## config.mk

```make
export PLATFORM = sky130hd
export DESIGN_NAME = fdiv_issue_ctrl
export DESIGN_NICKNAME = d
export VERILOG_FILES = /design/src/rtl/fdiv_issue_ctrl.sv
export SDC_FILE = /design/constraint.sdc
export NUM_CORES = 1
export LEC_CHECK = 0
export ABC_AREA = 1
export CAP_MARGIN = 0
export CORE_AREA = 2 2 148 150
export DETAILED_ROUTE_END_ITERATION = 6
export DIE_AREA = 0 0 150 152
export GPL_ROUTABILITY_DRIVEN = 0
export PLACE_DENSITY = 0.76
export SLEW_MARGIN = 20
export SYNTH_ARGS = -nofsm -noshare
export SYNTH_HDL_FRONTEND = slang
export SYNTH_SLANG_ARGS = --single-unit
export TNS_END_PERCENT = 1
```

## constraint.sdc

```tcl
create_clock -name clk -period 4 [get_ports clk]
set_input_delay 0.4 -clock clk [delete_from_list [all_inputs] [get_ports clk]]
set_output_delay 0.4 -clock clk [all_outputs]
set_load 0.01 [all_outputs]
```

## src/rtl/fdiv_issue_ctrl.sv

```systemverilog
// fdiv_issue_ctrl
//   Issue-side controller for the single-precision FP divider. Tagged FDIV ops
//   from the reservation station are buffered in a small circular FIFO. They are
//   started on the divider one at a time, and each result is returned on the CDB
//   with RISC-V fflags and its ROB tag. A flush kills queued ops. A divide that
//   has already started cannot be aborted, so its result is drained and dropped.
//
// Handshakes (both ports): a transfer happens on a rising clk edge where
//   valid & ready are both 1. A producer holding valid=1 keeps its payload stable
//   until the transfer. in_valid/in_tag/in_a/in_b come from the RS, and in_ready
//   depends only on the queue count. cdb_valid and the cdb_* payload are
//   registered; cdb_ready may depend on anything.
//
// Ports
//   clk, rst_n          clock, asynchronous active-low reset
//   flush               kill queued and in-flight ops
//   in_valid/in_ready   op request handshake; in_a, in_b, in_tag are the payload
//   div_start           one-cycle start pulse to the divider
//   div_a, div_b        divider operands, held from START until done
//   div_done            divider completion, level or pulse
//   div_result          divider quotient
//   div_dz/of/uf        divider exception flags
//   cdb_valid/cdb_ready result handshake; cdb_result, cdb_fflags, cdb_tag are the payload
//   busy                queue non-empty or sequencer active
//   dbg_state           current sequencer state (IDLE=0 START=1 WAIT=2 RESP=3 DRAIN=4)
module fdiv_issue_ctrl #(
  parameter int TAG_W = 6,
  parameter int DEPTH = 2
) (
  input  logic             clk,
  input  logic             rst_n,
  input  logic             flush,
  input  logic             in_valid,
  output logic             in_ready,
  input  logic [31:0]      in_a,
  input  logic [31:0]      in_b,
  input  logic [TAG_W-1:0] in_tag,
  output logic             div_start,
  output logic [31:0]      div_a,
  output logic [31:0]      div_b,
  input  logic             div_done,
  input  logic [31:0]      div_result,
  input  logic             div_dz,
  input  logic             div_of,
  input  logic             div_uf,
  output logic             cdb_valid,
  input  logic             cdb_ready,
  output logic [31:0]      cdb_result,
  output logic [4:0]       cdb_fflags,
  output logic [TAG_W-1:0] cdb_tag,
  output logic             busy,
  output logic [2:0]       dbg_state
);

  localparam int PW = (DEPTH > 1) ? $clog2(DEPTH) : 1;

  typedef enum logic [2:0] {
    S_IDLE  = 3'd0,
    S_START = 3'd1,
    S_WAIT  = 3'd2,
    S_RESP  = 3'd3,
    S_DRAIN = 3'd4
  } state_t;

  state_t state, state_nxt;

  // Op queue storage (data only; occupancy is tracked by count)
  logic [31:0]      q_a   [DEPTH];
  logic [31:0]      q_b   [DEPTH];
  logic [TAG_W-1:0] q_tag [DEPTH];
  logic [PW-1:0]    wr_ptr, rd_ptr;
  logic [PW:0]      count;

  logic             push, pop;
  logic             ign_done, done_ok, capture;
  logic [TAG_W-1:0] op_tag;

  assign in_ready  = (count < (PW+1)'(DEPTH));
  // An op offered in the same cycle as a flush is dropped.
  assign push      = in_valid & in_ready & ~flush;
  assign pop       = (state == S_IDLE) & (count != '0) & ~flush;
  assign div_start = (state == S_START);
  assign busy      = (count != '0) | (state != S_IDLE);
  assign dbg_state = state;

  // div_done may still be high from the previous op during the first cycle
  // after the start pulse, so it is ignored in that cycle. This applies to
  // both WAIT and DRAIN.
  assign done_ok = div_done & ~ign_done;

  // ---------------- queue ----------------
  always_ff @(posedge clk) begin
    if (push) begin
      q_a[wr_ptr]   <= in_a;
      q_b[wr_ptr]   <= in_b;
      q_tag[wr_ptr] <= in_tag;
    end
  end

  always_ff @(posedge clk or negedge rst_n) begin
    if (!rst_n) begin
      wr_ptr <= '0;
      rd_ptr <= '0;
      count  <= '0;
    end else if (flush) begin
      wr_ptr <= '0;
      rd_ptr <= '0;
      count  <= '0;
    end else begin
      if (push) wr_ptr <= wr_ptr + 1'b1;
      if (pop)  rd_ptr <= rd_ptr + 1'b1;
      case ({push, pop})
        2'b10:   count <= count + 1'b1;
        2'b01:   count <= count - 1'b1;
        default: count <= count;
      endcase
    end
  end

  // ---------------- sequencer ----------------
  always_ff @(posedge clk or negedge rst_n) begin
    if (!rst_n) state <= S_IDLE;
    else        state <= state_nxt;
  end

  always_comb begin
    state_nxt = state;
    capture   = 1'b0;
    case (state)
      S_IDLE:  if (pop) state_nxt = S_START;
      S_START: state_nxt = flush ? S_DRAIN : S_WAIT;
      S_WAIT: begin
        if (flush) begin
          // If the divider finishes on the flush cycle there is nothing left
          // to drain.
          state_nxt = done_ok ? S_IDLE : S_DRAIN;
        end else if (done_ok) begin
          state_nxt = S_RESP;
          capture   = 1'b1;
        end
      end
      // cdb_valid is always 1 in RESP. A flush on the handshake cycle lets
      // the transfer complete.
      S_RESP:  if (cdb_ready || flush) state_nxt = S_IDLE;
      S_DRAIN: if (done_ok) state_nxt = S_IDLE;
      default: state_nxt = S_IDLE;
    endcase
  end

  always_ff @(posedge clk or negedge rst_n) begin
    if (!rst_n) begin
      ign_done   <= 1'b0;
      div_a      <= '0;
      div_b      <= '0;
      op_tag     <= '0;
      cdb_valid  <= 1'b0;
      cdb_result <= '0;
      cdb_fflags <= '0;
      cdb_tag    <= '0;
    end else begin
      ign_done  <= (state == S_START);
      cdb_valid <= (state_nxt == S_RESP);
      if (pop) begin
        div_a  <= q_a[rd_ptr];
        div_b  <= q_b[rd_ptr];
        op_tag <= q_tag[rd_ptr];
      end
      if (capture) begin
        cdb_result <= div_result;
        // {NV, DZ, OF, UF, NX}: NV is never raised by this divider, and NX
        // accompanies any overflow or underflow.
        cdb_fflags <= {1'b0, div_dz, div_of, div_uf, div_of | div_uf};
        cdb_tag    <= op_tag;
      end
    end
  end

endmodule

```

After elaboration in Yosys (flattened, before gate mapping)
Memory sizes are Yosys's and may differ from the RTL's. A register that Yosys moved wholly into a read port is not among the register bits.
Index checks and enable logic that the tools add are counted.
- reduce and logical (&&, ||, !) cells: 10
- mux-type cells: 19
- bitwise logic cells: 9
- add/sub/neg operators: 4
- equal/unequal tests: 7
- order comparisons: 1
- operators with widths (operator ; count):
    2-to-1 mux 3 bit ; 7
    one-hot mux 3 bit (5 select lines) ; 1
    equality test 3 x 2 -> 1 bit, second input constant ; 3
    2-to-1 mux 1 bit ; 9
    nonzero test 2 bit ; 3
    nonzero test 3 bit ; 2
    AND 1 bit ; 5
    one-hot mux 2 bit (2 select lines) ; 1
    equality test 3 x 1 -> 1 bit, second input constant ; 1
    equality test 3 bit, second input constant ; 1
    logical NOT 1 bit ; 3
    logical NOT 3 bit ; 1
    adder 1 bit, second input constant ; 2
    adder 2 x 1 -> 2 bit, second input constant ; 1
    equality test 2 x 1 -> 1 bit, second input constant ; 1
    equality test 2 bit, second input constant ; 1
    < comparator 2 bit, second input constant ; 1
    2-to-1 mux 2 bit ; 1
    inverter 1 bit ; 2
    OR 1 bit ; 2
    subtractor 2 x 1 -> 2 bit, second input constant ; 1
    logical OR 1 bit ; 1
- bits in registers: 51
- memories kept: 3
- input port bits: 111
- RAM bits: 140
- memories (memory ; depth ; width ; rd ports ; clocked after memory_dff ; write ports ; line ; RTL):
    q_a ; 2 ; 32 ; 1 ; 1 ; 1 ; 68 ; logic [31:0] q_a [DEPTH];
    q_b ; 2 ; 32 ; 1 ; 1 ; 1 ; 69 ; logic [31:0] q_b [DEPTH];
    q_tag ; 2 ; 6 ; 1 ; 1 ; 1 ; 70 ; logic [TAG_W-1:0] q_tag [DEPTH];

Depth between registers and ports, before layout
Gate-level depths: netlist (run 1).
- word-level depth: 6
- depth in mapped cells: 9

Worst setup path after synthesis (run 1)
OpenSTA, ideal clock, no wires.
- kind: register -> register
- start: register count[1]
- end: memory q_a[0][0] (enable)
- required time: 3502 ps
- arrival time: 3600 ps
- path buffers: 0
- stages on the path, launching flop included: 4
- path slack: -98 ps
- path through: dfrtp_1 -> nor3_1 -> inv_1 -> nor2_1
- cells in the longest elaborated chain, start to end: 5
- ends and longest elaborated chain (element ; line ; RTL):
    start: declaration ; 72 ; logic [PW:0] count;
    start signal: assignment ; 113 ; 2'b10: count <= count + 1'b1;
    start signal: assignment ; 114 ; 2'b01: count <= count - 1'b1;
    start signal: assignment ; 115 ; default: count <= count;
    < comparator 2 bit ; 78 ; assign in_ready = (count < (PW+1)'(DEPTH));
    AND 1 bit (2 in a row) ; 80 ; assign push = in_valid & in_ready & ~flush;
    2-to-1 mux 1 bit ; 93 ; if (push) begin
    2-to-1 mux 1 bit (not written as such) ; 94 ; q_a[wr_ptr] <= in_a;
    end: declaration ; 68 ;
Every way passes these cells.

Worst setup path in the final report (run 1)
- start: register state[0], in the netlist dbg_state[0]
- end: output port div_start
- cells in the longest elaborated chain, start to end: 1
- ends and longest elaborated chain (element ; line ; RTL):
    start: declaration ; 65 ; state_t state, state_nxt;
    start signal: assignment ; 123 ; else state <= state_nxt;
    equality test 3 x 1 -> 1 bit ; 82 ; assign div_start = (state == S_START);
    end: declaration ; 38 ; output logic div_start,
Every way passes these cells.

==> run metrics, run 1 <==
via count of the first global-routing pass=between 6000 and 7000; R2R depth=4; Slew Limit Fails=0; setup violators final=0; Setup WS post-layout=between 1 and 1.5 ns; CTS Buf Count=27; RSZ-0062 raised after global routing=no; CP Launch Type=flip-flop; initial antenna violation count=1; maximum VDD drop=approximately 0.36 mV; Clock Latency Late Sink=0.52 ns; hold path startpoint=div_result[4]; Initial Utilization=0.441; mux share of post-synthesis cell area=0; row count=54; yosys warns=0; WP data required=between 3 and 4 ns; Synth Area in Compound Gates=0.0500; placed insts=1241; pwr dens=724 nW/µm²; Max Freq=0.394 GHz; Syn-to-layout area delta=35.8%; Ports=~230; placed cell area=11900 µm²; R2R Setup Slk=around 1.9 ns; hold crit path type=primary input to flip-flop; reg2reg start=count[1]; Hold Path Sink=cdb_result[4]; critical path class=flip-flop to output pin; postcts setup bufs=0; Slew HR=0.419; power consumption=between 9 and 10 mW; clock sink count=261; outcome=complete, no violations; crit path max fanout=6; DR vias/cell=between 4 and 5; fin cells=about 1300; number of cells on the worst hold path=3; Total GRT Usage=0.180; CTS Root Buffer Type=clkbuf_16; clock buffer depth=3; Post-Synth XOR/XNOR Area=0; Tmin final=2.54 ns; H-tree levels=1; Die Y=around 150 µm; reg2reg end=q_b[0][4]; IO Port Bufs=around 220; register clock-pin slew on the reported worst setup and hold paths=roughly 0.060 ns; WL/cell=roughly 16 µm; crit share post-route=0.635; measured slew at the worst slew-check pin=0.871 ns; CTS tree=done; post-synthesis sequential area ratio=0.768; final hold vios=0; Synth Area per Inst=approximately 12 µm²; Syn Std Cell Area=roughly 9400 µm²; core area=around 21000 µm²; static leakage power=5.09 nW; first-pass GRT wire length=roughly 33000 µm; GR Overflow Total=0; drc violations=0; die area=between 20000 and 25000 µm²; Cells after Synth=between 700 and 800; adder-cell share of the synthesized area=0; Distinct cells, synth=23; Final ANT Viol Nets=0; Setup TNS=0 ns; largest net degree at the start of global routing=88; CP arrival=2.14 ns; half-perimeter wire length after placement=13300 µm; Mapped Nets=around 880; largest family of logic cells by synthesized area=simple AND/OR/NAND/NOR gates; max-cap viol count=0; Die Width=150 µm; pre-CTS setup slack=1.30 ns; post-route design area=roughly 13000 µm²; Post-Route WL=about 21000 µm; layout cells sized above 1=0.0643; Crit. End Element=output pin; Synth Area in Simple Gates=0.156; starting DRC count in detailed routing=249; drt pass-1 iters=6; nets=between 1000 and 1500; flops & latches, synth=roughly 260; DR vias=6301; Worst Skew=0.0103 ns
-- state kept, by name (all words and copies together), names as in the netlist --
name / count
div_a: 32
q_b: 64
rd_ptr: 1
cdb_valid: 1
op_tag: 6
q_a: 64
cdb_result: 32
cdb_fflags: 4
ign_done: 1
dbg_state: 3
wr_ptr: 1
count: 2
q_tag: 12
cdb_tag: 6
div_b: 32
-- synthesized netlist by cell type, drive strengths merged --
| cell type | instances | share of area |
|---|---|---|
| clkbuf | 15 | 0.0060 |
| dfrtp | 121 | 0.32 |
| conb | 1 | 0.00040 |
| nand4 | 1 | 0.00067 |
| a31oi | 70 | 0.047 |
| nor3b | 1 | 0.00080 |
| buf | 24 | 0.015 |
| nand2 | 277 | 0.11 |
| nand3 | 13 | 0.0074 |
| o21a | 1 | 0.00080 |
| a21oi | 2 | 0.0011 |
| inv | 11 | 0.0044 |
| nor2 | 85 | 0.035 |
| edfxtp | 140 | 0.45 |
| o21ai | 3 | 0.0016 |
| nor3 | 2 | 0.0011 |
-- worst max path at each step --
stage                       from          to  slack (ns)  cells past startpoint
global placement           flush   q_b[0][9]        1.31                      5
CTS                 dbg_state[0]   div_start        1.45                      2
detailed placement         flush  q_b[0][10]        1.30                      5
global route        dbg_state[0]   div_start        1.41                      2
floorplan               count[1]   q_a[0][0]        -0.1                      3
finish              dbg_state[0]   div_start        1.46                      2
-- metrics by stage --
step / utilization / hold slack (ns)
CTS: 0.599 / 0.409
global placement: 0.557 / 0.452
global route: 0.599 / 0.418
floorplan: - / 0.104
detailed placement: 0.557 / 0.459
finish: 0.599 / 0.426
-- per-layer routing --
metal	global-route usage	part of all wire	vias to the layer above
met5	0	0	-
met4	0.0485	0.020	0
met3	0.0408	0.077	35
met2	0.312	0.49	209
met1	0.227	0.41	3007
li1	-	-	3050
-- where the power goes --
group	total (mW)	leakage [nW]	internal, mW	switching (mW)
clock	2.46	0.417	1.45	1.01
combinational	2.86	1.95	1.43	1.43
sequential	3.93	2.72	3.54	0.390
total	9.25	5.09	6.42	2.83
-- area by class of cell --
class / instances / area [µm²]
inverter: 11 / 41.3
antenna: 1 / 2.50
timing repair buffer: 234 / 2320
tap: 280 / 350
fill: 1721 / 8570
clock buffer: 31 / 701
multi-input combinational: 456 / 1960
sequential: 261 / 7230
clock inverter: 18 / 180
-- worst max-delay path, cell delays in order, from the launching register on --
cell and delay (ns):
dfrtp_1 0.46, nor3b_1 0.50, clkdlybuf4s50_1 0.66
-- repair_timing --
item / 4_1_cts / 5_1_grt
resized for setup: 0 / 0
hold buffers: 1 / 0
hold endpoints to repair: 6 / 0
setup endpoints to repair: 0 / 0
-- cell families (layout without fill, tap and decap cells) --
kind of cell	after synthesis	after routing
flops	261	261
compound gates	76	76
other cells	1	2
buf+inv	50	294
simple gates	379	379
-- cell usage in the layout, fill, tap and decap left out, drive strengths merged --
| cell type | synthesis | final |
|---|---|---|
| inv | 11 | 12 |
| clkdlybuf4s50 | 0 | 222 |
| clkinv | 0 | 9 |
| nand4 | 1 | 1 |
| o21ai | 3 | 3 |
| dlygate4sd3 | 0 | 1 |
| edfxtp | 140 | 140 |
| buf | 24 | 11 |
| dfrtp | 121 | 121 |
| a31oi | 70 | 70 |
| nor3 | 2 | 2 |
| nand2 | 277 | 277 |
| nor3b | 1 | 1 |
| nand3 | 13 | 13 |
| a21oi | 2 | 2 |
| diode | 0 | 1 |
| o21a | 1 | 1 |
| conb | 1 | 1 |
| nor2 | 85 | 85 |
| clkinvlp | 0 | 5 |
| bufinv | 0 | 3 |
| clkbuf | 15 | 31 |
(Power assumes the default switching activity.)
==> inputs of run 2 (changes only) <==
==> constraint.sdc (replaced) <==
create_clock -name clk -period 2.3 [get_ports clk]
set_input_delay 0.23 -clock clk [delete_from_list [all_inputs] [get_ports clk]]
set_output_delay 0.23 -clock clk [all_outputs]
set_load 0.01 [all_outputs]
==> run 2 against run 1 <==
Wire length increased by 0.25%. Cell count increased by 0.31%. Power increased by 72%. Worst setup slack got worse by 1.2 ns. Register-to-register slack got worse by 1.2 ns. Clock-buffer cell count increased by 3. Flip-flop and latch count unchanged. Die area unchanged. First-iteration DRC count decreased by 4.0%. Global-route usage increased by 0.11 points. Critical path depth unchanged. Critical path type unchanged. Critical endpoint unchanged.
==> run metrics, run 2 (synthesis results as in run 1) <==
H-tree levels=1 (unchanged); Total GRT Usage=0.181 (+0.00110); Die Width=150 µm (unchanged); layout cells sized above 1=0.0660 (+0.00172); critical path class=flip-flop to output pin; Worst Skew=0.00642 ns (-0.00383 ns); Post-Route WL=21000 µm (+0.25%); hold crit path type=primary input to async pin; Final ANT Viol Nets=0 (unchanged); Slew Limit Fails=0 (unchanged); largest net degree at the start of global routing=79 (-10%); starting DRC count in detailed routing=239 (-4.0%); CTS Buf Count=26 (-3.7%); maximum VDD drop=0.611 mV (+71%); postcts setup bufs=0 (unchanged); measured slew at the worst slew-check pin=0.784 ns (-0.0877 ns); static leakage power=5.14 nW (+0.96%); placed insts=1246 (+0.40%); clock sink count=261 (unchanged); pre-CTS setup slack=0.297 ns (-1.00 ns); half-perimeter wire length after placement=13400 µm (+0.86%); pwr dens=1240 nW/µm² (+71%); Initial Utilization=0.441 (unchanged); IO Port Bufs=223 (unchanged); WP data required=2.07 ns (-1.53 ns); CP Launch Type=flip-flop; post-route design area=12900 µm² (+0.69%); crit share post-route=0.897; max-cap viol count=0 (unchanged); Max Freq=just under 0.5 GHz; crit path max fanout=6 (unchanged); Setup TNS=0 ns (unchanged); drc violations=0 (unchanged); first-pass GRT wire length=32900 µm (+0.85%); # fillers=1730 (+0.52%); via count of the first global-routing pass=6263 (+0.32%); initial antenna violation count=2 (+1); Slew HR=0.478 (+0.0585); Ports=225 (unchanged); die area=22800 µm² (unchanged); most frequent cells in the layout=nand2_1, clkdlybuf4s50_1, edfxtp_1, dfrtp_1, nor2_1; DR vias/cell=4.91 (+0.75%); register clock-pin slew on the reported worst setup and hold paths=0.06 ns (about the same); DR vias=6368 (+1.1%); final hold vios=0 (unchanged); WL/cell=16.2 µm (about the same); CTS tree=done; core area=21400 µm² (unchanged); row count=54 (unchanged); Crit. End Element=output pin; Clock Latency Late Sink=0.51 ns (about the same); placed cell area=12000 µm² (+1.2%); CTS Root Buffer Type=clkbuf_16; Regs by FF count=q_a (64), q_b (64); nets=1106 (+0.36%); post-cts sizing count=0 (unchanged); drt pass-1 iters=5 (-1); RSZ-0062 raised after global routing=no; Tmin final=2.06 ns; CP arrival=1.83 ns (-0.31 ns); most common cell after layout, fill and taps aside=nand2_1; Setup WS post-layout=0.238 ns (-1.22 ns); Syn-to-layout area delta=36.8%; outcome=complete, no violations; setup violators final=0 (unchanged); Die Y=152 µm (unchanged); clock buffer depth=3 (unchanged); GR Overflow Total=0 (unchanged); fin cells=1296 (+0.31%)
==> run 2: what timing repair did <==
action | CTS | global route
hold endpoints to repair | 52 | 0
hold buffers | 1 | 0
setup endpoints to repair | 0 | 0
==> run 2: final timing paths <==
path,to,start,slack [ns],cells after the start
max reg2reg,div_a[13],dbg_state[1],0.65,6
min reg2reg,cdb_result[22],cdb_result[22],0.47,2
min in group clk,cdb_result[0],div_result[0],0.25,3
min,cdb_result[12],rst_n,0.24,2
max in group asynchronous,div_a[14],rst_n,1.28,3
max,div_start,dbg_state[0],0.24,2
==> run 2: layout make-up <==
type / instances / area (µm²) / share of cell area
clock inverters: 14 / 90.1 / 0.00700
inverters: 11 / 41.3 / 0.00321
multi-input cells: 456 / 1960 / 0.152
clock buffers: 34 / 742 / 0.0576
diodes: 1 / 2.50 / 0.000194
flip-flops and latches: 261 / 7230 / 0.562
well taps: 280 / 350 / 0.0272
repair buffers: 239 / 2460 / 0.191
==> run 2: power breakdown <==
part           internal [mW]  switching, mW  total, mW
Combinational           2.57           2.51       5.08
Clock                   2.37           1.69       4.06
Sequential              6.16          0.655       6.81
Total                   11.1           4.86       16.0
==> run 2: critical path: stages (launching register included) <==
cell and delay [ns]:
dfrtp_1 0.43, nor3b_1 0.28, clkdlybuf4s50_1 0.60
==> run 2: stage by stage <==
stage               total power [mW]  hold WS (ns)   util
floorplan                       9.20       -0.0656      -
global placement                11.9         0.234  0.563
detailed placement              12.0         0.234  0.563
CTS                             16.2         0.225  0.603
global route                    16.9         0.247  0.603
finish                          16.0         0.242  0.603
==> run 2: per-layer routing <==
layer  global-route usage  share of wire  vias to the layer above
met3               0.0453          0.083                       26
met1                0.231           0.41                     3068
met4               0.0404          0.014                        2
li1                     -              -                     3057
met2                0.313           0.49                      215
met5                    0        0.00062                        -
